[src/rtl/exp_core_arbiter_if.sv]
// Signal bundle joining the requester ports, the arbiter and the shared exponent core.
// The master modport is the arbiter's view; slave is the view of everything around it.
interface exp_core_arbiter_if #(
    parameter int NREQ  = 4,
    parameter int WIDTH = 32
);
    logic [NREQ-1:0]       req_valid;
    logic [NREQ*WIDTH-1:0] req_base;
    logic [NREQ*WIDTH-1:0] req_exp;
    logic [NREQ-1:0]       req_ready;
    logic [NREQ-1:0]       rsp_valid;
    logic [WIDTH-1:0]      rsp_result;
    logic                  rsp_error;
    logic [NREQ-1:0]       rsp_ready;
    logic                  core_start;
    logic [WIDTH-1:0]      core_x;
    logic [WIDTH-1:0]      core_a;
    logic                  core_done;
    logic [WIDTH-1:0]      core_p;
    logic                  busy;

    modport master (
        input  req_valid, req_base, req_exp, rsp_ready, core_done, core_p,
        output req_ready, rsp_valid, rsp_result, rsp_error, core_start, core_x, core_a, busy
    );

    modport slave (
        output req_valid, req_base, req_exp, rsp_ready, core_done, core_p,
        input  req_ready, rsp_valid, rsp_result, rsp_error, core_start, core_x, core_a, busy
    );
endinterface

[src/rtl/exp_core_arbiter.sv]
// Round-robin arbiter that shares one iterative exponent core among NREQ requesters,
// with a timeout on the core and valid/ready backpressure on the returned result.
module exp_core_arbiter #(
    parameter int NREQ    = 4,
    parameter int WIDTH   = 32,
    parameter int TIMEOUT = 1024
) (
    input  logic               clock,
    input  logic               reset,
    exp_core_arbiter_if.master bus
);
    localparam int IW = $clog2(NREQ);
    localparam int CW = $clog2(TIMEOUT);

    typedef enum logic [1:0] {IDLE, ISSUE, WAIT, RESPOND} state_t;

    state_t           state;
    state_t           state_next;
    logic [IW-1:0]    rr_ptr;
    logic [IW-1:0]    grant;
    logic [IW-1:0]    pick;
    logic [IW-1:0]    idx;
    logic             pick_found;
    logic [CW-1:0]    count;
    logic [WIDTH-1:0] x_q;
    logic [WIDTH-1:0] a_q;
    logic [WIDTH-1:0] result_q;
    logic             error_q;
    logic             timed_out;

    // Walk downward so the candidate closest to rr_ptr is the last one written and wins.
    always_comb begin
        pick_found = 1'b0;
        pick       = '0;
        idx        = '0;
        for (int k = NREQ - 1; k >= 0; k--) begin
            idx = IW'((int'(rr_ptr) + k) % NREQ);
            if (bus.req_valid[idx]) begin
                pick_found = 1'b1;
                pick       = idx;
            end
        end
    end

    assign timed_out = (count == CW'(TIMEOUT - 1));

    always_comb begin
        state_next     = state;
        bus.req_ready  = '0;
        bus.rsp_valid  = '0;
        bus.core_start = 1'b0;
        case (state)
            IDLE: begin
                if (pick_found) begin
                    bus.req_ready[pick] = 1'b1;
                    state_next          = ISSUE;
                end
            end
            ISSUE: begin
                bus.core_start = 1'b1;
                state_next     = WAIT;
            end
            WAIT: begin
                if (bus.core_done || timed_out) state_next = RESPOND;
            end
            RESPOND: begin
                bus.rsp_valid[grant] = 1'b1;
                if (bus.rsp_ready[grant]) state_next = IDLE;
            end
            default: state_next = IDLE;
        endcase
    end

    assign bus.busy       = (state != IDLE);
    assign bus.core_x     = x_q;
    assign bus.core_a     = a_q;
    assign bus.rsp_result = result_q;
    assign bus.rsp_error  = error_q;

    // A core_done outside WAIT falls through every branch below and is dropped.
    always_ff @(posedge clock) begin
        if (reset) begin
            state    <= IDLE;
            rr_ptr   <= '0;
            grant    <= '0;
            count    <= '0;
            x_q      <= '0;
            a_q      <= '0;
            result_q <= '0;
            error_q  <= 1'b0;
        end else begin
            state <= state_next;
            case (state)
                IDLE: begin
                    if (pick_found) begin
                        grant <= pick;
                        x_q   <= bus.req_base[int'(pick) * WIDTH +: WIDTH];
                        a_q   <= bus.req_exp[int'(pick) * WIDTH +: WIDTH];
                    end
                end
                ISSUE: begin
                    count <= '0;
                end
                WAIT: begin
                    count <= count + 1'b1;
                    if (bus.core_done) begin
                        result_q <= bus.core_p;
                        error_q  <= 1'b0;
                    end else if (timed_out) begin
                        result_q <= '0;
                        error_q  <= 1'b1;
                    end
                end
                RESPOND: begin
                    if (bus.rsp_ready[grant]) begin
                        rr_ptr <= (int'(grant) == NREQ - 1) ? '0 : grant + 1'b1;
                    end
                end
                default: ;
            endcase
        end
    end
endmodule

[src/flat_wrapper.sv]
// flat-port wrapper written by rule: the top's interface ports become plain ports
module exp_core_arbiter_flat 
#(
    parameter int NREQ    = 4,
    parameter int WIDTH   = 32,
    parameter int TIMEOUT = 1024
)
  (clock, reset, bus_req_valid, bus_req_base, bus_req_exp, bus_rsp_ready, bus_core_done, bus_core_p, bus_req_ready, bus_rsp_valid, bus_rsp_result, bus_rsp_error, bus_core_start, bus_core_x, bus_core_a, bus_busy);
  exp_core_arbiter_if #(.NREQ(NREQ), .WIDTH(WIDTH)) bus_i ();
  input  logic clock;
  input  logic reset;
  input wire logic [$bits(bus_i.req_valid)-1:0] bus_req_valid;
  input wire logic [$bits(bus_i.req_base)-1:0] bus_req_base;
  input wire logic [$bits(bus_i.req_exp)-1:0] bus_req_exp;
  input wire logic [$bits(bus_i.rsp_ready)-1:0] bus_rsp_ready;
  input wire logic [$bits(bus_i.core_done)-1:0] bus_core_done;
  input wire logic [$bits(bus_i.core_p)-1:0] bus_core_p;
  output wire logic [$bits(bus_i.req_ready)-1:0] bus_req_ready;
  output wire logic [$bits(bus_i.rsp_valid)-1:0] bus_rsp_valid;
  output wire logic [$bits(bus_i.rsp_result)-1:0] bus_rsp_result;
  output wire logic [$bits(bus_i.rsp_error)-1:0] bus_rsp_error;
  output wire logic [$bits(bus_i.core_start)-1:0] bus_core_start;
  output wire logic [$bits(bus_i.core_x)-1:0] bus_core_x;
  output wire logic [$bits(bus_i.core_a)-1:0] bus_core_a;
  output wire logic [$bits(bus_i.busy)-1:0] bus_busy;
  assign bus_i.req_valid = bus_req_valid;
  assign bus_i.req_base = bus_req_base;
  assign bus_i.req_exp = bus_req_exp;
  assign bus_i.rsp_ready = bus_rsp_ready;
  assign bus_i.core_done = bus_core_done;
  assign bus_i.core_p = bus_core_p;
  assign bus_req_ready = bus_i.req_ready;
  assign bus_rsp_valid = bus_i.rsp_valid;
  assign bus_rsp_result = bus_i.rsp_result;
  assign bus_rsp_error = bus_i.rsp_error;
  assign bus_core_start = bus_i.core_start;
  assign bus_core_x = bus_i.core_x;
  assign bus_core_a = bus_i.core_a;
  assign bus_busy = bus_i.busy;
  exp_core_arbiter #(.NREQ(NREQ), .WIDTH(WIDTH), .TIMEOUT(TIMEOUT)) u_core (.clock(clock), .reset(reset), .bus(bus_i));
endmodule
[config.mk]
export PLATFORM = sky130hd
export DESIGN_NAME = exp_core_arbiter_flat
export DESIGN_NICKNAME = d
export VERILOG_FILES = /design/src/rtl/exp_core_arbiter_if.sv /design/src/rtl/exp_core_arbiter.sv /design/src/flat_wrapper.sv
export SDC_FILE = /design/constraint.sdc
export NUM_CORES = 1
export LEC_CHECK = 0
export CAP_MARGIN = 20
export CORE_AREA = 5 5 156 158
export CTS_BUF_LIST = sky130_fd_sc_hd__clkbuf_8 sky130_fd_sc_hd__clkbuf_16
export DETAILED_ROUTE_END_ITERATION = 6
export DIE_AREA = 0 0 161 163
export SETUP_SLACK_MARGIN = 0.02
export SYNTH_ARGS = -nofsm -noshare
export SYNTH_HDL_FRONTEND = slang
export SYNTH_SLANG_ARGS = --single-unit
export TNS_END_PERCENT = 100
[constraint.sdc]
create_clock -name clock -period 2.37 [get_ports clock]
set_input_delay 0.474 -clock clock [delete_from_list [all_inputs] [get_ports clock]]
set_output_delay 0.474 -clock clock [all_outputs]
set_load 0.05 [all_outputs]
After elaboration in Yosys (flattened, before gate mapping)
Cells that the tools add are included.
- add/sub/neg operators: 5
- muxes and demuxes: 36
- shift-type cells: 2
- equal/unequal tests: 8
- $lt $le $gt $ge: 8
- reductions and logical operators: 11
- operators by type and width (operator ; count):
    $shiftx A128 B8 Y32 ; 2
    $mux W32 ; 2
    $pmux W10 S2 ; 1
    $lt A2 B3 Y1 const B ; 6
    $mux W2 ; 8
    $mux W1 ; 14
    $mux W4 ; 3
    $add A10 B1 Y10 const B ; 1
    $bmux W1 S2 ; 5
    $eq A10 B10 Y1 const B ; 1
    $pmux W2 S4 ; 1
    $ne A2 B1 Y1 const B ; 3
    $reduce_and A2 Y1 ; 3
    $reduce_bool A2 Y1 ; 3
    $add A2 B1 Y2 const B ; 2
    $add A2 B2 Y2 const B ; 2
    $demux W1 S2 ; 2
    $eq A2 B1 Y1 const B ; 2
    $eq A2 B2 Y1 const B ; 2
    $ge A2 B1 Y1 const B ; 2
    $reduce_and A3 Y1 ; 1
    $logic_and A1 B1 Y1 ; 2
    $logic_not A2 Y1 ; 1
    $logic_or A1 B1 Y1 ; 1
- output and inout port bits: 107
- logic and storage cells: 78
- input port bits: 299
- register bits: 113

Longest topological paths before layout
- depth after elaboration: 13
- mapped depth: 9
- mapped depth without buffers: 7

Worst setup path after synthesis
No wires, ideal clock.
- path kind: input port to output port
- start: input bus_req_valid[1]
- end: output bus_req_ready[0]
- buffers on the path: 2
- data required time: 1.896 ns
- setup slack: -0.437 ns
- stages: 6
- arrival: 2.333 ns
- path through: nand2b_1 a21oi_1 nor3_2 buf_4 buf_2 nor3_1
- cells in the longest elaborated chain, start to end: 12
- elaborated cells between the ends (all ways): 23
- classes of those cells: 2 x order compare; 20 x mux; 1 x reduce/logical
- ends and longest elaborated chain (what ; RTL line ; text):
    from (decl) ; flat_wrapper.sv:12 ; input wire logic [$bits(bus_i.req_valid)-1:0] bus_req_valid;
    $bmux W1 S2 ; exp_core_arbiter.sv:38 ; if (bus.req_valid[idx]) begin
    $mux W1 (not written as such) ; exp_core_arbiter.sv:38 ;
    $mux W2 (4 in series) ; exp_core_arbiter.sv:38 ;
    $lt A2 B3 Y1 (not written as such) / $ge A2 B1 Y1 (equally long branches) ; exp_core_arbiter.sv:55 ; bus.req_ready[pick] = 1'b1;
    $logic_and A1 B1 Y1 (not written as such) ; exp_core_arbiter.sv:55 ;
    $mux W1 (not written as such) ; exp_core_arbiter.sv:55 ;
    $demux W1 S2 ; -- ;
    $mux W4 * ; exp_core_arbiter.sv:54 ; if (pick_found) begin
    $mux W4 * ; exp_core_arbiter.sv:52 ; case (state)
    to (decl) ; flat_wrapper.sv:18 ; output wire logic [$bits(bus_i.req_ready)-1:0] bus_req_ready;
Every way passes the cells marked *; elsewhere a longest branch is shown, timed or not. The select of a mux whose other input is x is not followed.

Worst setup path in the final report
- start: input bus_req_valid[0]
- end: output bus_req_ready[1]
Same word-level chain as after synthesis.

==> impl_metrics.toml <==
[outcome]
status = "finished clean"

[hold_path]
min_path_cells = 2
whs_endpoint = "u_core.bus.core_x[29]"
min_path_type = "flip-flop to flip-flop"
worstHoldStart = "u_core.bus.core_x[29]"

[cts]
cts-buffers-inserted = 17
cts_tree = "yes"
clockRootBuffer = "clkbuf_16"
htree_levels = 4
clkTransAtPathRegs_ns = 0.05
cts_max_path_buffers = 2
cts_sinks = 113
clk_latency_ns = 0.41
cts-hold-fix-buffers = 0

[die]
die_x_um = 161
fp-row-count = 56
initial_core_util_pct = 25.9
fp.dieH_um = 163
coreArea_sq_mm = 0.0230
io_pins = 406
die-area_sq_mm = 0.0262

[sta]
fin_worst_skew_ns = 0.00978
clock.fmax_mhz = 442
fin_crit_ns = 2.26
period_share_pct = 95.5
setup_slack_ns = 0.106
relSlewSlack_pct = 54.2
rsz0062_at_grt = "no"
fin_setup_tns_ns = 0
setup_viol = 0
worstMarginPinSlew_ns = 0.686
drv_slew = 0
finalHoldViolCount = 0

[synth]
synth_area_sq_mm = 0.00596
yosysSeqAreaShare_pct = 38.0
syn_inst = 553
ys_ff_latch = 113
synthesis.area_per_instance_sq_um = 10.8
yosysWarnings = 0
synthesis.nets = 861
synth_cell_type_count = 47

[final_layout]
area_delta_synth_final_pct = 90.0
nFillCells = 2125
drive_above_1_share_pct = 15.8
fin_util_pct = 49.3
fin_nets = 1299

[global_routing]
grt.total_usage_pct = 18.2
grt_pass1_vias = 6348
met1_usage_pct = 21.4
grt_antenna_before_repair = 2
grt_pass1_wl_um = 37300
met2_usage_pct = 30.4
top_usage_layer = "met2"
met3_usage_pct = 7.44
grt_max_degree = 40
grt_overflow = 0

[critical_path]
cp_max_fo = 4
setup.worst_path.start = "bus_req_valid[0]"
required_ns = 1.90
r2r_cells = 9
r2r_slack_ns = 0.32
worstSetupStartpointType = "input port"
path_class = "input port to output pin"
rr_startpoint = "u_core.rr_ptr[0]"
end_kind = "output pin"
critPathMaxStageDelay_ns = 0.30
crit_chain = "dlygate4sd2_1, nor2b_1, o21a_2, nor3_4, and3_1, buf_12"
slowest_stage = "dlygate4sd2_1"
r2r-end = "u_core.bus.core_x[0]"
arrival_ns = 1.79

[detailed_routing]
wire_per_inst_um = 19.4
viasPerCell = 4.69
drt-initial-drc-count = 231
post-route-drc-count = 0
routed-via-count = 6072
drt_pre_antenna_iters = 4
drtAntennaViolNets = 0
wl_um = 25100

[place]
place_congestion = 0.786
pre_cts_ws_ns = -0.324
port_buffers = 405
dp_hpwl_um = 20000

[pwr]
ir_drop_uv = 415
powerDensity_mw_per_mm2 = 907
p_leak_nw = 4.31
report.power.total_w = 0.0103

[run]
drv_cap = 0
-- power by group --
part           switching (W)  internal, W
combinational        0.00297      0.00206
clock                0.00102      0.00162
sequential          0.000256      0.00235
total                0.00424      0.00603
-- cells in the final DEF, fill, tap and decap left out, types with 5 or more instances in the layout --
master and n:
inv_1 8, clkdlybuf4s50_1 391, mux2i_1 129, clkbuf_16 17, buf_4 49, a21oi_1 5
nor2_1 17, xor2_1 7, dfxtp_1 113, o221ai_2 40, a22o_1 32, buf_12 13
nand2_1 72, ha_1 8, o221ai_1 23
-- critical path, delay by kind of cell --
kind | cells | cell delay [ns]
simple gates | 3 | 0.64
buf+inv | 2 | 0.45
compound gates | 1 | 0.22
-- metal layers --
layer	up-vias	wire (um)	share of wire, %
li1	2963	-	-
met1	2806	10300	41
met5	-	0	0
met3	30	2280	9.1
met2	273	12000	48
met4	0	516	2.1
-- flip-flops by register name (all words and copies together), names as in the netlist --
name and flops:
u_core.bus.rsp_result 32, u_core.bus.rsp_error 1, u_core.rr_ptr 2, u_core.state 2, u_core.bus.core_a 32, u_core.bus.core_x 32, u_core.grant 2, u_core.count 10
-- per-stage QoR --
stage,cell area [sq um],hold WS [ns],std cells
2_1_floorplan,5970,0.474,553
3_3_place_gp,10600,0.443,1258
3_5_place_dp,10600,0.446,1258
4_1_cts,11300,0.462,1293
5_1_grt,11300,0.476,1296
6_report,11300,0.457,1296
-- how the worst max path moves through the flow --
| stage | end | slack [ns] |
|---|---|---|
| finish | bus_req_ready[1] | 0.11 |
| global route | bus_req_ready[2] | 0.02 |
| CTS | bus_req_ready[1] | 0.03 |
| detailed placement | u_core.bus.core_x[0] | -0.32 |
| global placement | u_core.bus.core_x[0] | -0.27 |
| floorplan | bus_req_ready[0] | -0.01 |
-- Yosys cell counts (all sizes together) --
master | instances | area share, %
o311ai | 1 | 0.44
o21ba | 1 | 0.17
nand4 | 4 | 0.42
o21ai | 1 | 0.084
a21o | 2 | 0.25
buf | 26 | 4.4
mux2i | 129 | 22
dfxtp | 113 | 38
nand3b | 1 | 0.13
mux4 | 1 | 0.38
ha | 9 | 1.9
nor4 | 1 | 0.11
o31ai | 1 | 0.21
o41ai | 2 | 0.42
a21oi | 7 | 0.59
o31a | 2 | 0.29
o2bb2ai | 1 | 0.15
nor2 | 21 | 1.4
nand2b | 4 | 0.42
o221ai | 63 | 13
nor3 | 5 | 0.50
clkbuf | 17 | 1.3
nor2b | 3 | 0.44
xor2 | 7 | 1.0
xnor2 | 2 | 0.29
a211oi | 1 | 0.13
inv | 8 | 0.50
nand3 | 4 | 0.34
o21a | 2 | 0.27
a221oi | 1 | 0.15
and3 | 3 | 0.31
and2 | 4 | 0.42
nand2 | 73 | 4.6
or3 | 1 | 0.11
a22o | 32 | 4.7
-- final cells by class --
class / instances / area, sq um / area share [%]
clock inverters: 13 / 150 / 1.33
diodes: 2 / 5.00 / 0.0442
repair buffers: 462 / 4630 / 40.9
clock buffers: 19 / 453 / 4.00
multi-input cells: 389 / 3430 / 30.3
well taps: 290 / 363 / 3.20
flip-flops and latches: 113 / 2260 / 20.0
inverters: 8 / 30.0 / 0.265
-- cells by family after synthesis --
| logic type | count (synthesis) | share of synthesized area (%) |
|---|---|---|
| compound gates | 117 | 21.3 |
| fa+ha+maj | 9 | 1.89 |
| flops | 113 | 38.0 |
| mux | 130 | 22.0 |
| simple gates | 124 | 9.24 |
| buf+inv | 51 | 6.26 |
| xor+xnor | 9 | 1.32 |
-- timing repair --
action                                  in CTS  in global routing
resized for setup                           17                  4
hold endpoints to repair                     0                  0
buffers inserted                             3                  1
pin swaps                                    5                  1
endpoints found under the setup margin       4                  5
Note: power is estimated with default switching activity, not from simulation.
